`src/rtl/lc3_mem_ctrl_if.sv`:
```
`default_nettype none
// ============================================================================
// Module   : lc3_mem_ctrl_if
// Brief    : Memory request bus between the LC-3 memory controller and RAM.
// Revision : 1.0 - initial release
// ============================================================================
interface lc3_mem_ctrl_if;
    logic        mem_req;
    logic        mem_we;
    logic [15:0] mem_addr;
    logic [15:0] mem_wdata;
    logic [15:0] mem_rdata;
    logic        mem_ready;

    modport master (
        output mem_req,
        output mem_we,
        output mem_addr,
        output mem_wdata,
        input  mem_rdata,
        input  mem_ready
    );

    modport slave (
        input  mem_req,
        input  mem_we,
        input  mem_addr,
        input  mem_wdata,
        output mem_rdata,
        output mem_ready
    );
endinterface
`default_nettype wire

```
`src/rtl/lc3_mem_ctrl.sv`:
```
`default_nettype none
// ============================================================================
// Module   : lc3_mem_ctrl
// Brief    : LC-3 MAR/MDR memory controller with keyboard, display and MCR
//            memory-mapped device registers.
// Revision : 1.0 - initial release
// ============================================================================
module lc3_mem_ctrl #(
    parameter logic [6:0] DEV_HI = 7'h7F
) (
    input  logic        clk,
    input  logic        rst,
    input  logic        ld_mar,
    input  logic [15:0] addr_in,
    input  logic        ld_mdr,
    input  logic [15:0] bus_in,
    input  logic        mio_en,
    input  logic        r_w,
    input  logic        kb_valid,
    input  logic [7:0]  kb_data,
    input  logic        disp_ready,
    lc3_mem_ctrl_if.master mem,
    output logic [15:0] mar,
    output logic [15:0] mdr,
    output logic        r,
    output logic        kb_ack,
    output logic        disp_valid,
    output logic [7:0]  disp_data,
    output logic        mcr_run
);

    localparam logic [8:0] C_OFF_KBSR = 9'h000;
    localparam logic [8:0] C_OFF_KBDR = 9'h002;
    localparam logic [8:0] C_OFF_DSR  = 9'h004;
    localparam logic [8:0] C_OFF_DDR  = 9'h006;
    localparam logic [8:0] C_OFF_MCR  = 9'h1FE;

    typedef enum logic [1:0] {
        S_IDLE     = 2'd0,
        S_MEM_WAIT = 2'd1,
        S_DONE     = 2'd2
    } state_t;

    state_t      r_state;
    state_t      w_next;

    logic [15:0] r_mar;
    logic [15:0] r_mdr;
    logic        r_mem_we;
    logic        r_kbsr_rdy;
    logic [7:0]  r_kbdr;
    logic        r_kb_ack;
    logic        r_disp_valid;
    logic [7:0]  r_disp_data;
    logic        r_mcr_run;

    logic        w_is_dev;
    logic [8:0]  w_off;
    logic        w_mem_start;
    logic        w_mem_done;
    logic        w_dev_go;
    logic        w_dev_rd;
    logic        w_dev_wr;
    logic [15:0] w_dev_rdata;
    logic        w_kbdr_rd;
    logic        w_ddr_wr;
    logic        w_mcr_wr;
    logic        w_kb_accept;
    logic        w_dsr_rdy;

    assign w_is_dev  = (r_mar[15:9] == DEV_HI);
    assign w_off     = r_mar[8:0];
    // The display is ready exactly when no character is still being offered.
    assign w_dsr_rdy = ~r_disp_valid;

    always_ff @(posedge clk) begin
        if (rst) begin
            r_state <= S_IDLE;
        end else begin
            r_state <= w_next;
        end
    end

    always_comb begin
        w_next      = r_state;
        w_mem_start = 1'b0;
        w_mem_done  = 1'b0;
        w_dev_go    = 1'b0;
        case (r_state)
            S_IDLE: begin
                if (mio_en) begin
                    if (w_is_dev) begin
                        w_dev_go = 1'b1;
                        w_next   = S_DONE;
                    end else begin
                        w_mem_start = 1'b1;
                        w_next      = S_MEM_WAIT;
                    end
                end
            end
            S_MEM_WAIT: begin
                if (mem.mem_ready) begin
                    w_mem_done = 1'b1;
                    w_next     = S_DONE;
                end
            end
            S_DONE: begin
                w_next = S_IDLE;
            end
            default: begin
                w_next = S_IDLE;
            end
        endcase
    end

    assign w_dev_rd  = w_dev_go & ~r_w;
    assign w_dev_wr  = w_dev_go &  r_w;
    assign w_kbdr_rd = w_dev_rd && (w_off == C_OFF_KBDR);
    assign w_ddr_wr  = w_dev_wr && (w_off == C_OFF_DDR) && w_dsr_rdy;
    assign w_mcr_wr  = w_dev_wr && (w_off == C_OFF_MCR);
    // A KBDR read in the same cycle blocks acceptance so the clear is not lost.
    assign w_kb_accept = kb_valid & ~r_kbsr_rdy & ~w_kbdr_rd;

    always_comb begin
        w_dev_rdata = 16'h0000;
        case (w_off)
            C_OFF_KBSR: w_dev_rdata = {r_kbsr_rdy, 15'b0};
            C_OFF_KBDR: w_dev_rdata = {8'b0, r_kbdr};
            C_OFF_DSR:  w_dev_rdata = {w_dsr_rdy, 15'b0};
            C_OFF_MCR:  w_dev_rdata = {r_mcr_run, 15'b0};
            default:    w_dev_rdata = 16'h0000;
        endcase
    end

    always_ff @(posedge clk) begin
        if (rst) begin
            r_mar        <= 16'h0000;
            r_mdr        <= 16'h0000;
            r_mem_we     <= 1'b0;
            r_kbsr_rdy   <= 1'b0;
            r_kbdr       <= 8'h00;
            r_kb_ack     <= 1'b0;
            r_disp_valid <= 1'b0;
            r_disp_data  <= 8'h00;
            r_mcr_run    <= 1'b1;
        end else begin
            if (ld_mar) begin
                r_mar <= addr_in;
            end

            if (w_mem_done && !r_mem_we) begin
                r_mdr <= mem.mem_rdata;
            end else if (w_dev_rd) begin
                r_mdr <= w_dev_rdata;
            end else if (ld_mdr && !mio_en) begin
                r_mdr <= bus_in;
            end

            if (w_mem_start) begin
                r_mem_we <= r_w;
            end else if (w_mem_done) begin
                r_mem_we <= 1'b0;
            end

            r_kb_ack <= w_kb_accept;
            if (w_kb_accept) begin
                r_kbdr     <= kb_data;
                r_kbsr_rdy <= 1'b1;
            end else if (w_kbdr_rd) begin
                r_kbsr_rdy <= 1'b0;
            end

            if (w_ddr_wr) begin
                r_disp_data  <= r_mdr[7:0];
                r_disp_valid <= 1'b1;
            end else if (r_disp_valid && disp_ready) begin
                r_disp_valid <= 1'b0;
            end

            if (w_mcr_wr) begin
                r_mcr_run <= r_mdr[15];
            end
        end
    end

    assign mem.mem_req   = (r_state == S_MEM_WAIT);
    assign mem.mem_we    = r_mem_we;
    assign mem.mem_addr  = r_mar;
    assign mem.mem_wdata = r_mdr;

    assign mar        = r_mar;
    assign mdr        = r_mdr;
    assign r          = (r_state == S_DONE);
    assign kb_ack     = r_kb_ack;
    assign disp_valid = r_disp_valid;
    assign disp_data  = r_disp_data;
    assign mcr_run    = r_mcr_run;

endmodule
`default_nettype wire

```
`src/flat_wrapper.sv`:
```
// flat-port wrapper written by rule: the top's interface ports become plain ports
module lc3_mem_ctrl_flat 
#(
    parameter logic [6:0] DEV_HI = 7'h7F
)
  (clk, rst, ld_mar, addr_in, ld_mdr, bus_in, mio_en, r_w, kb_valid, kb_data, disp_ready, mar, mdr, r, kb_ack, disp_valid, disp_data, mcr_run, mem_mem_req, mem_mem_we, mem_mem_addr, mem_mem_wdata, mem_mem_rdata, mem_mem_ready);
  lc3_mem_ctrl_if mem_i ();
  input  logic clk;
  input  logic rst;
  input  logic ld_mar;
  input  logic [15:0] addr_in;
  input  logic ld_mdr;
  input  logic [15:0] bus_in;
  input  logic mio_en;
  input  logic r_w;
  input  logic kb_valid;
  input  logic [7:0] kb_data;
  input  logic disp_ready;
  output logic [15:0] mar;
  output logic [15:0] mdr;
  output logic r;
  output logic kb_ack;
  output logic disp_valid;
  output logic [7:0] disp_data;
  output logic mcr_run;
  output wire logic [$bits(mem_i.mem_req)-1:0] mem_mem_req;
  output wire logic [$bits(mem_i.mem_we)-1:0] mem_mem_we;
  output wire logic [$bits(mem_i.mem_addr)-1:0] mem_mem_addr;
  output wire logic [$bits(mem_i.mem_wdata)-1:0] mem_mem_wdata;
  input wire logic [$bits(mem_i.mem_rdata)-1:0] mem_mem_rdata;
  input wire logic [$bits(mem_i.mem_ready)-1:0] mem_mem_ready;
  assign mem_mem_req = mem_i.mem_req;
  assign mem_mem_we = mem_i.mem_we;
  assign mem_mem_addr = mem_i.mem_addr;
  assign mem_mem_wdata = mem_i.mem_wdata;
  assign mem_i.mem_rdata = mem_mem_rdata;
  assign mem_i.mem_ready = mem_mem_ready;
  lc3_mem_ctrl #(.DEV_HI(DEV_HI)) u_core (.clk(clk), .rst(rst), .ld_mar(ld_mar), .addr_in(addr_in), .ld_mdr(ld_mdr), .bus_in(bus_in), .mio_en(mio_en), .r_w(r_w), .kb_valid(kb_valid), .kb_data(kb_data), .disp_ready(disp_ready), .mem(mem_i), .mar(mar), .mdr(mdr), .r(r), .kb_ack(kb_ack), .disp_valid(disp_valid), .disp_data(disp_data), .mcr_run(mcr_run));
endmodule
```
`config.mk`:
```
export PLATFORM = sky130hd
export DESIGN_NAME = lc3_mem_ctrl_flat
export DESIGN_NICKNAME = d
export VERILOG_FILES = /design/src/rtl/lc3_mem_ctrl_if.sv /design/src/rtl/lc3_mem_ctrl.sv /design/src/flat_wrapper.sv
export SDC_FILE = /design/constraint.sdc
export NUM_CORES = 1
export LEC_CHECK = 0
export CAP_MARGIN = 30
export CORE_ASPECT_RATIO = 1.5
export CORE_MARGIN = 2
export CORE_UTILIZATION = 35
export CTS_BUF_LIST = sky130_fd_sc_hd__clkbuf_4 sky130_fd_sc_hd__clkbuf_8
export DETAILED_ROUTE_END_ITERATION = 7
export PLACE_DENSITY = 0.72
export SLEW_MARGIN = 20
export SYNTH_ARGS = -nofsm -noshare
export SYNTH_HDL_FRONTEND = slang
export SYNTH_SLANG_ARGS = --single-unit
```
`constraint.sdc`:
```
create_clock -name clk -period 3.2 [get_ports clk]
set_input_delay 0.64 -clock clk [delete_from_list [all_inputs] [get_ports clk]]
set_output_delay 0.64 -clock clk [all_outputs]
set_load 0.005 [all_outputs]
```
==> qor.yml <==
clock_latency_ns: 0.31
gp_congestion: 0.785
drc: 0
drv_slew: 0
crit_path_top_delay_cell: "a31oi_2"
port_buffers: 142
drt_pass1_iterations: 4
period_minus_slack_ns: 2.41
powerDensity_nw_per_um2: 395
seq_area_frac_synth_pct: 39.4
slew_headroom_pct: 56.8
hold_viol: 0
ys_seq_elements: 55
postCtsHoldBufs: 0
final_area_um2: 4180
synth_area_per_cell_um2: 8.57
vdd_ir_drop_max_uv: 249
multiInputGateArea_um2: 1320
grt_util_met2_pct: 31.2
antenna_found_initial: 0
coreArea_um2: 7660
fmax_ghz: 0.416
worstReg2RegStart: "u_core.r_state[1]"
grt_util_met1_pct: 21.4
grt_use_total_pct: 17.5
first_iter_violations: 164
clockBufferDepth: 2
busiest_layer: "met2"
dpl.hpwl_mm: 6.18
fp.dieW_um: 76.9
routedWlPerCell_um: 15.1
cts-htree-levels: 2
diodes: 0
rsz0062_at_grt: "no"
clk_pin_slew_ns: 0.10
grt-ovfl-total: 0
hp-start: "u_core.disp_data[6]"
area_growth_pct: 49.8
pin_count: 143
required_ns: 3.41
fillCellCount: 727
avgViaCountPerCell: 5.07
initial_core_util_pct: 36.5
layout.nets: 491
ys_types: 40
drtAntennaViolNets: 0
ys.warnings.count: 0
regArea_um2: 1100
grt_max_degree: 65
numCtsBuffers: 5
syn_area_um2: 2790
cp-start-kind: "primary input"
dieHeight_um: 113
end_kind: "flop"
crit_chain: "clkdlybuf4s50_1 > and4bb_2 > a31oi_2 > nand2_1 > o221a_2"
dpl_cell_area_um2: 4030
cts_num_sinks: 55
min_path_type: "reg -> reg"
root_buffer: "clkbuf_8"
crit_fanout: 12
post-route-period-util_pct: 75.2
critPathLaunch: "mem_mem_ready"
grt_pass1_vias: 2450
finalSetupViolCount: 0
rows: 39
critPathKind: "in -> reg"
maxCapViolations: 0
skew_ns: 0.00687
grtUsageMet3_pct: 2.29
vias: 2680
tritoncts: "done"
ctsResizeCount: 0
p_leak_nw: 1.56
syn_inst: 326
drive_gt1_share_pct: 6.32
cpPeakStageDelay_ns: 0.55
status: "finished, final reports clean"
drt_wl_total_mm: 7.99
worstMarginPinSlew_ns: 0.646
setup_tns_ns: 0
synthesis.nets: 391
postCtsSetupBuffers: 0
die_area_um2: 8720
cp_data_arrival_time_ns: 2.61
grt_pass1_wl_mm: 12.4
cells in the mapped netlist:
master,number,share of area [%]
nor4_1,2,0.45
a21boi_0,1,0.27
nor2b_1,5,1.1
nor4b_4,1,0.85
a21oi_1,13,2.3
dfxtp_1,55,39
o221a_2,5,2.0
a31o_2,5,1.6
a21oi_2,1,0.31
a211oi_1,3,0.81
nand3b_1,1,0.27
and4bb_2,1,0.45
nand2b_1,18,4.0
and4_1,2,0.63
buf_6,1,0.40
o2111a_1,1,0.40
nand4_1,3,0.67
a211o_1,1,0.31
o32ai_1,1,0.31
buf_2,5,0.90
and2b_1,1,0.27
mux2i_1,24,8.6
inv_1,10,1.3
nand3_1,29,5.2
a31oi_1,15,3.4
buf_1,3,0.40
a311o_1,4,1.4
o21ai_1,1,0.18
a31oi_2,1,0.45
nor4bb_1,1,0.36
o21ai_0,9,1.6
nor3_1,2,0.36
nor3b_1,2,0.54
nor2_1,34,4.6
nand2_1,15,2.0
nand4bb_1,1,0.40
and3_1,4,0.90
buf_4,32,8.6
o211ai_1,1,0.27
clkbuf_1,12,1.6
metrics by stage:
step | power, W | setup WS (ns) | std cells | hold WS [ns] | util, %
floorplan | 0.000927 | 1.34 | 326 | 0.449 | -
global placement | 0.00111 | 0.542 | 520 | 0.464 | 52.6
detailed placement | 0.00111 | 0.475 | 520 | 0.469 | 52.6
CTS | 0.00166 | 0.799 | 528 | 0.484 | 54.3
global route | 0.00171 | 0.626 | 529 | 0.502 | 54.6
finish | 0.00165 | 0.794 | 529 | 0.480 | 54.6
report_power, final:
group | leakage, nW | switching, W | internal, W | total [W]
Combinational | 1.04 | 0.000115 | 0.000220 | 0.000334
Sequential | 0.452 | 0.0000420 | 0.000723 | 0.000765
Clock | 0.0688 | 0.000230 | 0.000321 | 0.000552
Total | 1.56 | 0.000387 | 0.00126 | 0.00165
cells in the final DEF, fill, tap and decap left out, types with 2 or more instances in the layout:
master and n:
bufinv_16 2, nor3_1 2, a211oi_1 3, nor2_1 34, a21oi_1 13, buf_4 3, clkdlybuf4s50_1 141, nand4_1 3
a31oi_1 15, o21ai_0 9, nor4_1 2, a311o_1 4, nand2_1 15, nand3_1 29, o221a_2 5, and4_1 2
inv_1 10, clkbuf_8 5, mux2i_1 24, nor2b_1 5, and3_1 4, dfxtp_1 55, a31o_2 5, nand2b_1 18
nor3b_1 2
critical path, delay by kind of cell:
family	cells	cell delay, ns
AO/OA/AOI/OAI	2	0.87
buffers and inverters	1	0.48
AND/OR/NAND/NOR	2	0.62
flip-flops by register name, summed over array words and instances (netlist names), 2 cells and up:
register and cells:
u_core.mdr 16, u_core.r_state 2, u_core.r_kbdr 8, u_core.mar 16
u_core.disp_data 8
worst paths after layout:
| kind | end | slack (ns) | cells past startpoint |
|---|---|---|---|
| setup / recovery | u_core.mdr[2] | 0.79 | 5 |
| hold / removal | u_core.disp_data[6] | 0.48 | 2 |
| hold reg to reg | u_core.disp_data[6] | 0.48 | 2 |
| setup reg to reg | u_core.mdr[2] | 1.12 | 4 |
area by class of cell:
class	instances	share of cell area (%)
timing repair buffer	146	34.9
multi-input combinational	208	31.6
sequential	55	26.3
tap	102	3.05
clock buffer	6	1.82
clock inverter	2	1.44
inverter	10	0.897
layer usage:
| metal | part of all wire (%) | routed length (um) | vias to the layer above |
|---|---|---|---|
| met2 | 53 | 4210 | 96 |
| met3 | 4.7 | 374 | 9 |
| met5 | 0 | 0 | - |
| met1 | 41 | 3250 | 1253 |
| met4 | 1.9 | 153 | 0 |
| li1 | - | - | 1322 |
cell families (layout without fill, tap and decap cells):
| family | count (synthesis) | after routing | share of synthesized area, % |
|---|---|---|---|
| and+or+nand+nor | 122 | 122 | 23.1 |
| buffers and inverters | 63 | 164 | 13.3 |
| AOI/OAI and AO/OA | 62 | 62 | 15.6 |
| DFF | 55 | 55 | 39.4 |
| muxes | 24 | 24 | 8.60 |
No activity file was read; power rests on OpenSTA's default activity.
